--- config.mk ---
export PLATFORM = sky130hd
export DESIGN_NAME = fp_round_pack_flat
export DESIGN_NICKNAME = d
export VERILOG_FILES = /design/src/rtl/fp_round_pack_if.sv /design/src/rtl/fp_round_pack.sv /design/src/flat_wrapper.sv
export SDC_FILE = /design/constraint.sdc
export NUM_CORES = 1
export LEC_CHECK = 0
export CORE_ASPECT_RATIO = 0.9
export CORE_UTILIZATION = 43
export DETAILED_ROUTE_END_ITERATION = 10
export PLACE_DENSITY = 0.84
export SYNTH_ARGS = -nofsm -noshare
export SYNTH_HDL_FRONTEND = slang
export SYNTH_SLANG_ARGS = --single-unit
--- constraint.sdc ---
create_clock -name clk -period 1.17 [get_ports clk]
set_input_delay 0.117 -clock clk [delete_from_list [all_inputs] [get_ports clk]]
set_output_delay 0.117 -clock clk [all_outputs]
set_load 0.005 [all_outputs]
--- src/rtl/fp_round_pack_if.sv ---
// Signal bundle for the round/pack stage: converter-side input word, packed output word
// and the saturation-count controls. The slave side is the stage; the master side feeds it.
interface fp_round_pack_if;
    logic       in_valid;
    logic       in_ready;
    logic       in_sign;
    logic [2:0] in_exponent;
    logic [3:0] in_significand;
    logic       in_round;
    logic       out_valid;
    logic       out_ready;
    logic [7:0] out_float;
    logic       out_sat;
    logic       sat_clr;
    logic [7:0] sat_count;

    modport master (
        output in_valid, in_sign, in_exponent, in_significand, in_round, out_ready, sat_clr,
        input  in_ready, out_valid, out_float, out_sat, sat_count
    );

    modport slave (
        input  in_valid, in_sign, in_exponent, in_significand, in_round, out_ready, sat_clr,
        output in_ready, out_valid, out_float, out_sat, sat_count
    );
endinterface

--- src/rtl/fp_round_pack.sv ---
// Round-half-up, renormalize and saturate a 1/3/4 float, delivered through a two-stage
// valid/ready pipeline, with a sticky count of saturated words handed to the consumer.
module fp_round_pack (
    input  logic           clk,
    input  logic           rst_n,
    fp_round_pack_if.slave bus
);
    logic       s1Valid_q, s1Valid_d;
    logic       s1Sign_q, s1Sign_d;
    logic [2:0] s1Exp_q, s1Exp_d;
    logic [4:0] s1Sum_q, s1Sum_d;
    logic       s2Valid_q, s2Valid_d;
    logic [7:0] s2Float_q, s2Float_d;
    logic       s2Sat_q, s2Sat_d;
    logic [7:0] satCount_q, satCount_d;

    logic       s2Advance;
    logic       inReady;
    logic       inXfer;
    logic       outXfer;
    logic [3:0] roundF;
    logic [2:0] roundE;
    logic       roundSat;

    // Carry out of the rounding add means the significand hit 16: halve it and bump the
    // exponent, unless the exponent is already at its ceiling, in which case clamp to max.
    always_comb begin
        roundF   = s1Sum_q[3:0];
        roundE   = s1Exp_q;
        roundSat = 1'b0;
        if (s1Sum_q[4]) begin
            if (s1Exp_q != 3'd7) begin
                roundF = 4'b1000;
                roundE = s1Exp_q + 3'd1;
            end else begin
                roundF   = 4'b1111;
                roundE   = 3'b111;
                roundSat = 1'b1;
            end
        end
    end

    always_comb begin
        s2Advance = ~s2Valid_q | bus.out_ready;
        inReady   = ~s1Valid_q | s2Advance;
        inXfer    = bus.in_valid & inReady;
        outXfer   = s2Valid_q & bus.out_ready;

        s1Valid_d  = s1Valid_q;
        s1Sign_d   = s1Sign_q;
        s1Exp_d    = s1Exp_q;
        s1Sum_d    = s1Sum_q;
        s2Valid_d  = s2Valid_q;
        s2Float_d  = s2Float_q;
        s2Sat_d    = s2Sat_q;
        satCount_d = satCount_q;

        if (inXfer) begin
            s1Valid_d = 1'b1;
            s1Sign_d  = bus.in_sign;
            s1Exp_d   = bus.in_exponent;
            s1Sum_d   = {1'b0, bus.in_significand} + {4'b0000, bus.in_round};
        end else if (s2Advance) begin
            s1Valid_d = 1'b0;
        end

        // An emptied S2 keeps its old data; only out_valid tells the consumer it is stale.
        if (s2Advance) begin
            s2Valid_d = s1Valid_q;
            if (s1Valid_q) begin
                s2Float_d = {s1Sign_q, roundE, roundF};
                s2Sat_d   = roundSat;
            end
        end

        if (bus.sat_clr) begin
            satCount_d = 8'd0;
        end else if (outXfer && s2Sat_q && (satCount_q != 8'hFF)) begin
            satCount_d = satCount_q + 8'd1;
        end
    end

    always_ff @(posedge clk or negedge rst_n) begin
        if (!rst_n) begin
            s1Valid_q  <= 1'b0;
            s1Sign_q   <= 1'b0;
            s1Exp_q    <= 3'd0;
            s1Sum_q    <= 5'd0;
            s2Valid_q  <= 1'b0;
            s2Float_q  <= 8'h00;
            s2Sat_q    <= 1'b0;
            satCount_q <= 8'd0;
        end else begin
            s1Valid_q  <= s1Valid_d;
            s1Sign_q   <= s1Sign_d;
            s1Exp_q    <= s1Exp_d;
            s1Sum_q    <= s1Sum_d;
            s2Valid_q  <= s2Valid_d;
            s2Float_q  <= s2Float_d;
            s2Sat_q    <= s2Sat_d;
            satCount_q <= satCount_d;
        end
    end

    assign bus.in_ready  = inReady;
    assign bus.out_valid = s2Valid_q;
    assign bus.out_float = s2Float_q;
    assign bus.out_sat   = s2Sat_q;
    assign bus.sat_count = satCount_q;
endmodule

--- src/flat_wrapper.sv ---
// flat-port wrapper written by rule: the top's interface ports become plain ports
module fp_round_pack_flat 
  (clk, rst_n, bus_in_valid, bus_in_sign, bus_in_exponent, bus_in_significand, bus_in_round, bus_out_ready, bus_sat_clr, bus_in_ready, bus_out_valid, bus_out_float, bus_out_sat, bus_sat_count);
  fp_round_pack_if bus_i ();
  input  logic clk;
  input  logic rst_n;
  input wire logic [$bits(bus_i.in_valid)-1:0] bus_in_valid;
  input wire logic [$bits(bus_i.in_sign)-1:0] bus_in_sign;
  input wire logic [$bits(bus_i.in_exponent)-1:0] bus_in_exponent;
  input wire logic [$bits(bus_i.in_significand)-1:0] bus_in_significand;
  input wire logic [$bits(bus_i.in_round)-1:0] bus_in_round;
  input wire logic [$bits(bus_i.out_ready)-1:0] bus_out_ready;
  input wire logic [$bits(bus_i.sat_clr)-1:0] bus_sat_clr;
  output wire logic [$bits(bus_i.in_ready)-1:0] bus_in_ready;
  output wire logic [$bits(bus_i.out_valid)-1:0] bus_out_valid;
  output wire logic [$bits(bus_i.out_float)-1:0] bus_out_float;
  output wire logic [$bits(bus_i.out_sat)-1:0] bus_out_sat;
  output wire logic [$bits(bus_i.sat_count)-1:0] bus_sat_count;
  assign bus_i.in_valid = bus_in_valid;
  assign bus_i.in_sign = bus_in_sign;
  assign bus_i.in_exponent = bus_in_exponent;
  assign bus_i.in_significand = bus_in_significand;
  assign bus_i.in_round = bus_in_round;
  assign bus_i.out_ready = bus_out_ready;
  assign bus_i.sat_clr = bus_sat_clr;
  assign bus_in_ready = bus_i.in_ready;
  assign bus_out_valid = bus_i.out_valid;
  assign bus_out_float = bus_i.out_float;
  assign bus_out_sat = bus_i.out_sat;
  assign bus_sat_count = bus_i.sat_count;
  fp_round_pack u_core (.clk(clk), .rst_n(rst_n), .bus(bus_i));
endmodule
After elaboration in Yosys (flattened, before gate mapping)
Index checks and enable logic that the tools add are counted.
{ "classes": {"addsub": 3, "eq_ne": 2, "muxes": 10, "bitwise": 6, "reduce_logical": 5} }
{ "ops": {"columns": ["cell", "count"], "rows": [
  ["8-bit 2-to-1 mux", 2],
  ["3-bit 2-to-1 mux", 3],
  ["8-bit by 1-bit adder with 8-bit output (second input constant)", 1],
  ["8-bit inequality test (second input constant)", 1],
  ["4-bit by 1-bit adder with 5-bit output", 1],
  ["1-bit 2-to-1 mux", 4],
  ["4-bit 2-to-1 mux", 1],
  ["2-bit nonzero test", 2],
  ["3-bit by 1-bit adder with 3-bit output (second input constant)", 1],
  ["3-bit inequality test (second input constant)", 1],
  ["1-bit AND", 2],
  ["1-bit logical AND", 2],
  ["1-bit NOT", 2],
  ["1-bit OR", 2],
  ["2-bit AND reduction", 1]
]} }
{ "totals": {"reg_bits": 28, "in_bits": 14, "output_inout_bits": 19, "elab_cells": 34} }

Longest topological paths before layout
Gate-level depths: netlist of the first run.
{ "depth": {"ltp_word": 5, "ltp_mapped": 4} }

Worst setup path after synthesis of the first run
Ideal clock, no wire load.
{ "synth_timing": {"kind": "flip-flop to flip-flop", "start": "reg u_core.satCount_q[0] (netlist: u_core.bus.sat_count[0])", "end": "reg u_core.satCount_q[0] (netlist: u_core.bus.sat_count[0])", "arrival_time_ns": 1.182, "setup_slack_ns": -0.137, "path_stages_with_launch": 5, "path_buffers": 0, "synth_period_minus_slack_ns": 1.307, "cell_sequence": "dfrtp_1 ha_1 nand4_1 o21a_1 mux2_4"} }
{ "synth_via": {"elab_chain_cells": 3, "word_cells_on_any_way": 6} }
{ "synth_lines": {"columns": ["item", "line", "rtl"], "rows": [
  ["from (decl)", "fp_round_pack.sv:15", "logic [7:0] satCount_q, satCount_d;"],
  ["from (signal assigned)", "fp_round_pack.sv:101", "satCount_q <= satCount_d;"],
  ["8-bit by 1-bit adder with 8-bit output or 8-bit inequality test (tied branches)", "fp_round_pack.sv:79, fp_round_pack.sv:78", null],
  ["8-bit 2-to-1 mux or 1-bit logical AND (tied branches)", "fp_round_pack.sv:78", "end else if (outXfer && s2Sat_q && (satCount_q != 8'hFF)) begin"],
  ["8-bit 2-to-1 mux or 2-bit nonzero test (tied branches)", null, null]
]} }
Several ways; a longest one is shown, not always the timed one. The select of a mux whose other input is x is not followed.
A chain may end at the register's enable or synchronous reset.

Worst setup path in the final report of the first run
{ "layout_timing": {"start": "reg u_core.s2Valid_q (netlist: u_core.bus.out_valid)", "end": "reg u_core.satCount_q[6] (netlist: u_core.bus.sat_count[6])"} }
{ "layout_via": {"elab_chain_cells": 4} }
{ "layout_lines": {"columns": ["item", "line", "rtl"], "rows": [
  ["from (decl)", "fp_round_pack.sv:12", "logic s2Valid_q, s2Valid_d;"],
  ["from (signal assigned)", "fp_round_pack.sv:98", "s2Valid_q <= s2Valid_d;"],
  ["1-bit AND", "fp_round_pack.sv:47", "outXfer = s2Valid_q & bus.out_ready;"],
  ["1-bit logical AND (2 in a row)", "fp_round_pack.sv:78", null],
  ["2-bit nonzero test (no line)", null, null]
]} }
Every way passes these cells.

==> results of run 1 <==
flip-flops by register name, indices dropped and copies added (netlist names):
register	count
u_core.bus.out_float	8
u_core.bus.sat_count	8
u_core.s1Sum_q	5
u_core.s1Exp_q	3
u_core.bus.out_sat	1
u_core.bus.out_valid	1
u_core.s1Sign_q	1
u_core.s1Valid_q	1
cells in the final DEF, fill, tap and decap left out, types with 2 or more instances in the layout:
cell             synthesis  routed
a211oi_2                 1       3
dfrtp_1                 28      28
nor2_1                   4       4
clkbuf_4                 0       3
a311oi_2                 1       3
buf_6                    3      13
a21oi_2                  0      11
clkbuf_2                 0       2
clkdlybuf4s15_1          0       7
and2_4                   1       4
a21oi_1                 19       7
nor2b_1                  2       2
a31oi_1                  3       3
ha_4                     0       2
buf_2                    0       3
nand2b_1                 4       4
nand3_1                  4       4
clkdlybuf4s50_1          0      13
buf_4                    0      32
mux2i_1                  2       2
ha_1                     4       2
dlygate4sd2_1            0       5
nand4_1                  2       2
and3_4                   0       4
mux2_4                   1      13
cells in the mapped netlist (all sizes together):
master   n  area (µm²)
xnor2    1        8.76
nand4    2        12.5
mux2i    2        20.0
nor2     4        15.0
nand3b   1        7.51
a21boi   1        7.51
a21oi   19        95.1
a31oi    3        18.8
a211oi   3        27.5
clkbuf   1        3.75
and2     5        35.0
mux2    13         150
inv      1        3.75
a41oi    1        8.76
and4b    1        10.0
and3     5        31.3
nand2b   5        38.8
nand3    4        20.0
nor2b    2        12.5
dfrtp   28         701
xor2     1        8.76
a311oi   3        32.5
buf      4        37.5
ha       4        50.1
o21a     1        7.51
nand2    1        11.3
report_power, final:
group | leakage (nW) | internal [mW] | total [mW] | switching (mW)
clock network | 0.0210 | 0.191 | 0.474 | 0.284
registers | 0.345 | 1.09 | 1.18 | 0.0913
logic | 0.690 | 0.464 | 0.732 | 0.268
total | 1.06 | 1.74 | 2.39 | 0.643
timing repair:
item	in CTS	in global routing
gates cloned	1	1
endpoints found under the setup margin	39	39
endpoints found under the hold margin	0	0
pin swaps	13	11
buffers inserted	17	6
gates resized for setup	62	24
hold buffers	0	0
worst max-delay path by stage:
stage / cells after the start / endpoint / startpoint
after floorplan: 4 / u_core.bus.sat_count[0] / u_core.bus.sat_count[0]
after global placement: 5 / u_core.s1Sum_q[2] / bus_in_round
after detailed placement: 5 / u_core.s1Sum_q[2] / bus_in_round
after CTS: 3 / bus_in_ready / u_core.bus.out_valid
after global routing: 5 / u_core.bus.sat_count[6] / u_core.bus.out_valid
final: 5 / u_core.bus.sat_count[6] / u_core.bus.out_valid
stage by stage:
stage | utilization | setup WS, ps
floorplan | - | -126
global placement | 0.639 | -293
detailed placement | 0.639 | -338
CTS | 0.724 | -200
global route | 0.758 | -213
finish | 0.758 | -183
logic make-up (layout without fill, tap and decap cells):
logic type / count (synthesis) / count (layout) / share of synthesized area
AO/OA/AOI/OAI: 31 / 31 / 0.144
XOR/XNOR: 2 / 2 / 0.0127
adder cells (fa/ha/maj): 4 / 4 / 0.0364
buffers and inverters: 6 / 82 / 0.0327
flip-flops: 28 / 28 / 0.510
multiplexers: 15 / 15 / 0.124
AND/OR/NAND/NOR: 30 / 31 / 0.141
layout make-up:
| cell class | instances | area [µm²] |
|---|---|---|
| multi-input cells | 83 | 822 |
| fillers | 224 | 737 |
| flip-flops and latches | 28 | 701 |
| repair buffers | 77 | 691 |
| well taps | 42 | 52.6 |
| clock buffers | 4 | 36.3 |
| inverters | 1 | 3.75 |
metal layers:
| metal | wire, µm | part of all wire | GRT usage |
|---|---|---|---|
| met4 | 78 | 0.021 | 0.0762 |
| met3 | 136 | 0.037 | 0.0372 |
| met5 | 0 | 0 | 0 |
| met2 | 2080 | 0.56 | 0.398 |
| met1 | 1430 | 0.38 | 0.280 |
==> impl_metrics.py, run 1 <==
metrics = {
    "critical_path": {
        "rr_worst_depth": 5,
        "max_stage_delay_ps": 420,
        "worstPathRequired_ps": 1410,
        "crit_family": "flip-flops",
        "regToRegSetupSlack_ps": -180,
        "crit_chain": "buf_6, and3_4, buf_6, and2_4, a311oi_2",
        "reg2reg_to": "u_core.bus.sat_count[6]",
        "cp-start-kind": "flop",
        "worstSetupEndpointType": "flop",
        "r2r_start": "u_core.bus.out_valid",
        "slowest_stage": "dfrtp_1",
        "crit_arrival_ps": 1590,
        "path_common_cell": "buf_6",
        "critical_path_buf_inv_count": 2,
        "crit_fanout": 5,
        "crit_type": "flop to flop",
    },
    "synth": {
        "synth_nets": 134,
        "syn_avg_cell_area_um2": 11.9,
        "yosysSeqAreaShare": 0.510,
        "synth_seq_cells": 28,
        "synth_cell_types": 33,
        "synthesis.area_mm2": 0.00138,
        "synthCells": 116,
        "yosys_warnings": 0,
    },
    "floorplan": {
        "std_cell_rows": 19,
        "dieArea_mm2": 0.00343,
        "io_pins": 33,
        "fp.dieH_um": 55.6,
        "fp.dieW_um": 61.6,
        "core-area_mm2": 0.00304,
        "start_util": 0.452,
    },
    "sta": {
        "fin_worst_skew_ps": 1.66,
        "relSlewSlack": 0.773,
        "fin_ws_ps": -183,
        "rsz0062_at_grt": "true",
        "min_period_ps": 1350,
        "final-hold-violation-count": 0,
        "hold_slack_ps": 119,
        "fmax_ghz": 0.739,
        "finalCritPeriodShare": 1.16,
        "finalSetupTns_ps": -3090,
        "tightest_slew_ps": 340,
        "finalSetupViolations": 28,
        "slew_viol_final": 0,
    },
    "power": {
        "peakVddDrop_v": 0.000725,
        "power_mw": 2.39,
        "p_per_area_mw_per_mm2": 1040,
        "leakagePower_nw": 1.06,
    },
    "clock_network": {
        "cts_buffer_depth": 2,
        "clk_pin_slew_ps": 150,
        "cts.sinks": 28,
        "numCtsBuffers": 3,
        "clk_latency_ps": 330,
        "cts_tree": "built",
        "cts_root_buf": "clkbuf_4",
        "htree_levels": 1,
    },
    "global_routing": {
        "antenna_found_initial": 0,
        "overflow": 0,
        "track_usage": 0.229,
        "grt_pass1_wl_um": 5800,
        "grt_pass1_vias": 1300,
        "grt_max_degree": 29,
    },
    "run": {
        "drv_cap": 0,
    },
    "finish": {
        "area_growth_pct": 67.7,
        "fin_cells": 235,
        "antenna_cells": 0,
        "drive_above_1_share": 0.523,
        "stdcell_area_mm2": 0.00231,
        "fin_nets": 212,
    },
    "detailed_routing": {
        "wl_per_cell_um": 15.8,
        "drt-total-wl_um": 3720,
        "vias_per_cell": 5.28,
        "drtPass1Iterations": 4,
        "drc": 0,
        "vias": 1241,
        "ant_nets": 0,
        "initialDrtViolationCount": 36,
    },
    "place": {
        "placed_area_mm2": 0.00194,
        "place_congestion": 0.825,
        "numPlacedInstances": 206,
        "portBuffers": 32,
        "hpwl_um": 2280,
    },
    "outcome": {
        "violations": "negative setup slack",
        "status": "finished, violations left",
    },
    "hold_path": {
        "hold_class": "input pin to async pin",
    },
}
No activity file was read; power rests on OpenSTA's default activity.
==> run 2, diff against run 1 <==
- ABC_CLOCK_PERIOD_IN_PS: default -> 1170
==> results of run 2 <==
Same layout as run 1: the final DEF is identical, and so are final timing and power.
==> patch 1 (settings of run 2) <==
Take the reset off `s1Sum_q` and load it in a clocked block of its own.
--- a/src/rtl/fp_round_pack.sv
+++ b/src/rtl/fp_round_pack.sv
@@ -85,7 +85,6 @@
             s1Valid_q  <= 1'b0;
             s1Sign_q   <= 1'b0;
             s1Exp_q    <= 3'd0;
-            s1Sum_q    <= 5'd0;
             s2Valid_q  <= 1'b0;
             s2Float_q  <= 8'h00;
             s2Sat_q    <= 1'b0;
@@ -94,12 +93,15 @@
             s1Valid_q  <= s1Valid_d;
             s1Sign_q   <= s1Sign_d;
             s1Exp_q    <= s1Exp_d;
-            s1Sum_q    <= s1Sum_d;
             s2Valid_q  <= s2Valid_d;
             s2Float_q  <= s2Float_d;
             s2Sat_q    <= s2Sat_d;
             satCount_q <= satCount_d;
         end
+    end
+
+    always_ff @(posedge clk) begin
+        s1Sum_q <= s1Sum_d;
     end
 
     assign bus.in_ready  = inReady;
Formal check against the unedited RTL: no difference found for any inputs over 10 cycles, from zero or initial values and one cycle with rst_n low; that may be too few to reach the edited logic, so the function may still have changed.
==> patch 1 against run 2 <==
- the run still ends with setup timing left
- clock power fell by 3%
- total power fell by 12%
- area after synthesis fell by 9.2%
- sequential cell count did not move
- core utilization fell by 1.1 points
- routed wire length fell by 18%
- worst setup slack got worse by 1.2 ps
- cell area fell by 11%
==> patch 1: results (changes against run 2) <==
| Metric | Value |
|---|---|
| Synth top area cells | `dfrtp_1 46%, edfxtp_1 12%, mux2_2 5.4%` |
| Total track usage | `21.6% (-1.2 points)` |
| Clk_lat worst skew | `around 320 ps` |
| Share of layout cells above drive strength 1 | `42.5% (-9.9 points)` |
| Seq/Total Area, Yosys | `58.1% (+7.2 points)` |
| Detailed placement HPWL | `2.13 mm (-6.6%)` |
| Post-Route WL | `3.04 mm (-18%)` |
| Nets | `198 (-6.6%)` |
| Failing checks | `setup timing` |
| Worst hold path type | `primary input to async pin` |
| Mapped Nets | `129 (-3.7%)` |
| Htree depth | `1 (unchanged)` |
| Crit-path max FO | `2 (-3)` |
| Layout Skew | `4.86 ps (+3.20 ps)` |
| Vias in the first global route | `1123 (-14%)` |
| Clk root buf | `clkbuf_4` |
| CP max stage delay | `400 ps (-20 ps)` |
| Num CTS Buffers | `3 (unchanged)` |
| Max_cap viols | `0 (unchanged)` |
| FFs w/ async S/R, synth | `82.1% (-18 points)` |
| Distinct cells, synth | `28 (-15%)` |
| Largest net degree at the start of global routing | `24 (-17%)` |
| Clk slew on worst S/H paths | `140 ps` |
| Final setup violation count | `19 (-32%)` |
| Routability cong. | `0.842 (+2.0%)` |
| Port Buf Inserts | `32 (unchanged)` |
| Outcome | `complete, but fails checks` |
| Initial antenna violation count | `0 (unchanged)` |
| First-pass GRT wire length | `4.83 mm (-17%)` |
| Synth cell count leaders | `23 x dfrtp_1, 12 x nand2_1, 10 x nor2_1` |
| Vias per cell | `4.97 (-5.8%)` |
| Initial drt markers | `49 (+36%)` |
| Worst reg2reg path startpoint | `u_core.bus.sat_count[3]` |
| Worst R2R End | `u_core.bus.sat_count[3]` |
| YS warnings | `0 (unchanged)` |
| Flop2flop setup slack | `-180 ps` |
| R2R depth | `5 (unchanged)` |
| Ant diodes | `0 (unchanged)` |
| Post-synth EDFFs | `5 (+5)` |
| Slew headroom | `80.7% (+3.4 points)` |
| Worst vdd ir | `0.724 mV (about the same)` |
| Final worst slack | `-184 ps (-1.20 ps)` |
| Pre-CTS setup slack | `-360 ps (-21.7 ps)` |
| Pre-antenna DRT Iters | `4 (unchanged)` |
| CTS max path bufs | `2 (unchanged)` |
| Top delay family on crit path | `flip-flops` |
| CP max-delay cell | `dfrtp_1` |
| Leak | `0.000936 µW (-11%)` |
[patch 1: cell types whose count changed after synthesis, sizes merged, moves of 6 or more]
cell / before / now
mux2: 13 / 7
nor2: 4 / 10
o21ai: 0 / 9
a21oi: 19 / 9
nand2: 1 / 12
[patch 1: cells by family (layout without fill, tap and decap cells)]
group,count (synthesis),in the layout,share of synthesized area (%)
AND/OR/NAND/NOR,40,40,16.0
adder cells (fa/ha/maj),4,4,4.01
AO/OA/AOI/OAI,23,23,10.3
flip-flops,28,28,58.1
buffers and inverters,4,72,1.20
XOR/XNOR,3,3,2.10
multiplexers,9,9,8.22
[patch 1: worst reg2reg max path, delay by kind of cell, from the launching register on]
kind / cells / cell delay, ps
AO/OA/AOI/OAI: 1 / 180
buffers and inverters: 1 / 130
flip-flops: 1 / 400
multiplexers: 1 / 310
AND/OR/NAND/NOR: 2 / 240
[patch 1: how the worst max path moves through the flow]
| stage | start | endpoint | cells after the start |
|---|---|---|---|
| 6_report | u_core.bus.sat_count[3] | u_core.bus.sat_count[3] | 5 |
| 5_1_grt | u_core.bus.sat_count[5] | u_core.bus.sat_count[0] | 5 |
| 4_1_cts | u_core.bus.out_valid | bus_in_ready | 3 |
| 3_5_place_dp | bus_out_ready | u_core.bus.sat_count[3] | 5 |
| 3_3_place_gp | bus_out_ready | u_core.bus.sat_count[3] | 5 |
| 2_1_floorplan | u_core.bus.sat_count[3] | u_core.bus.sat_count[3] | 4 |
[patch 1: area by class of cell]
type / instances / area [µm²]
sequential: 28 / 728
fill: 192 / 697
multi-input combinational: 79 / 651
timing repair buffer: 66 / 576
tap: 40 / 50.0
clock buffer: 4 / 36.3
inverter: 2 / 10.0
[patch 1: report_power, final]
group	leakage [µW]	total [µW]	internal (µW)	switching [µW]
Sequential	0.000337	1160	1090	60.8
Combinational	0.000579	481	278	203
Clock	0.0000210	460	191	269
Total	0.000936	2100	1560	533
[patch 1: through the flow]
stage	setup TNS [ps]	cell area (µm²)	hold WS (ps)	cells
after floorplan	-262	1260	-179	111
after global routing	-2640	2050	137	219
after global placement	-6420	1800	463	204
after detailed placement	-6850	1800	476	204
final	-1520	2050	134	219
after CTS	-2080	1930	139	218
[patch 1: repair_timing]
item | 4_1_cts | 5_1_grt
buffers inserted | 10 | 2
endpoints found under the setup margin | 45 | 35
hold endpoints to repair | 0 | 0
resized for setup | 49 | 42
pin swaps | 15 | 6
[patch 1: per-layer routing]
| layer | part of all wire (%) | track usage, % | wire length, µm |
|---|---|---|---|
| met5 | 0 | 0 | 0 |
| met1 | 41 | 24.4 | 1260 |
| met3 | 3.5 | 2.93 | 105 |
| met2 | 54 | 41.7 | 1630 |
| met4 | 1.5 | 7.14 | 45 |
==> patch 2 (settings of run 2) <==
Made on the original files. Make the reset (`rst_n`) synchronous in one clocked block.
--- a/src/rtl/fp_round_pack.sv
+++ b/src/rtl/fp_round_pack.sv
@@ -80,7 +80,7 @@
         end
     end
 
-    always_ff @(posedge clk or negedge rst_n) begin
+    always_ff @(posedge clk) begin
         if (!rst_n) begin
             s1Valid_q  <= 1'b0;
             s1Sign_q   <= 1'b0;
Formal check against the unedited RTL: differs if rst_n is asserted again (counterexample within 4 cycles, from zero or initial values and one cycle with rst_n low); with rst_n held inactive, the same outputs for 10 cycles.
==> patch 2 against run 2 <==
- the run still ends with setup timing left
- maximum frequency down 4.9%
- via count down 4.7%
- area after synthesis down 11%
- routed wire length down 11%
- sequential cell count unchanged
- cell area down 16%
- worst setup slack worse by 70 ps
Power is not compared: it rests on default switching activity, and its combinational part moved more than twofold at a synthesized area within 25%.
==> patch 2: results (changes against run 2) <==
| Metric | Value |
|---|---|
| Outcome | `complete, but fails checks` |
| Failing checks | `setup timing` |
| Final worst slack | `-252 ps (-69.7 ps)` |
| FFs w/ async S/R, synth | `0% (-100 points)` |
| Final setup violation count | `16 (-43%)` |
| Largest net degree at the start of global routing | `21 (-28%)` |
| Vias | `1183 (-4.7%)` |
| Overall Power | `roughly 1700 µW` |
| Critical Path Start | `u_core.bus.sat_count[4]` |
| Met2 Use GR | `45.2% (+5.4 points)` |
| Seq/Total Area, Yosys | `45.9% (-5.1 points)` |
| Share of layout cells above drive strength 1 | `39.9% (-12 points)` |
| Nets | `207 (-2.4%)` |
| Met1 Track Usage GR | `26.0% (-2.0 points)` |
| Crit-path max FO | `4 (-1)` |
| Adder-Cell Fraction of Synth Area | `4.09% (+0.45 points)` |
| Worst R2R End | `u_core.bus.sat_count[1]` |
| Sequential cell area share | `30.5% (+0.086 points)` |
| Layout clock area frac | `1.87% (+0.30 points)` |
| Hold Slack | `270 ps (+151 ps)` |
| Vias in the first global route | `1251 (-3.8%)` |
| Synth Area in Compound Gates | `17.2% (+2.8 points)` |
| Mapped Nets | `150 (+12%)` |
| Worst Path Arrival | `1650 ps (+60 ps)` |
| Multiplexer share of the synthesized area | `7.37% (-5.0 points)` |
| Area after DPL | `1740 µm² (-11%)` |
| Synth cell count leaders | `28 x dfxtp_1, 12 x a21oi_1, 10 x o21ai_0` |
| First-pass GRT wire length | `5.40 mm (-6.8%)` |
| Post-CTS Resized | `49 (-21%)` |
==> patch 2: cell count changes in the layout (fill, tap and decap cells not counted), sizes merged, moves of 5 or more <==
cell and delta:
mux2i +7, nor2b +6, a21oi -6, o21ai +10
dfrtp -28, mux2 -13, dfxtp +28, buf -24
clkdlybuf4s15 -5, dlygate4sd2 +8
==> patch 2: stage by stage <==
step           instances  TNS [ps]
6_report             226     -1530
3_3_place_gp         213     -6630
5_1_grt              226     -2350
2_1_floorplan        132     -10.2
3_5_place_dp         213     -8050
4_1_cts              224      -664
==> patch 2: metal layers <==
metal | up-vias | share of wire (%) | wire (µm)
met5 | - | 0 | 0
met4 | 0 | 1.6 | 52
met3 | 6 | 3.7 | 123
met2 | 38 | 51 | 1690
met1 | 559 | 44 | 1440
li1 | 580 | - | -
==> patch 2: logic make-up after synthesis <==
logic type	after synthesis
AND/OR/NAND/NOR	45
AO/OA/AOI/OAI	34
flip-flops	28
multiplexers	9
buffers and inverters	7
XOR/XNOR	5
adder cells (fa/ha/maj)	4
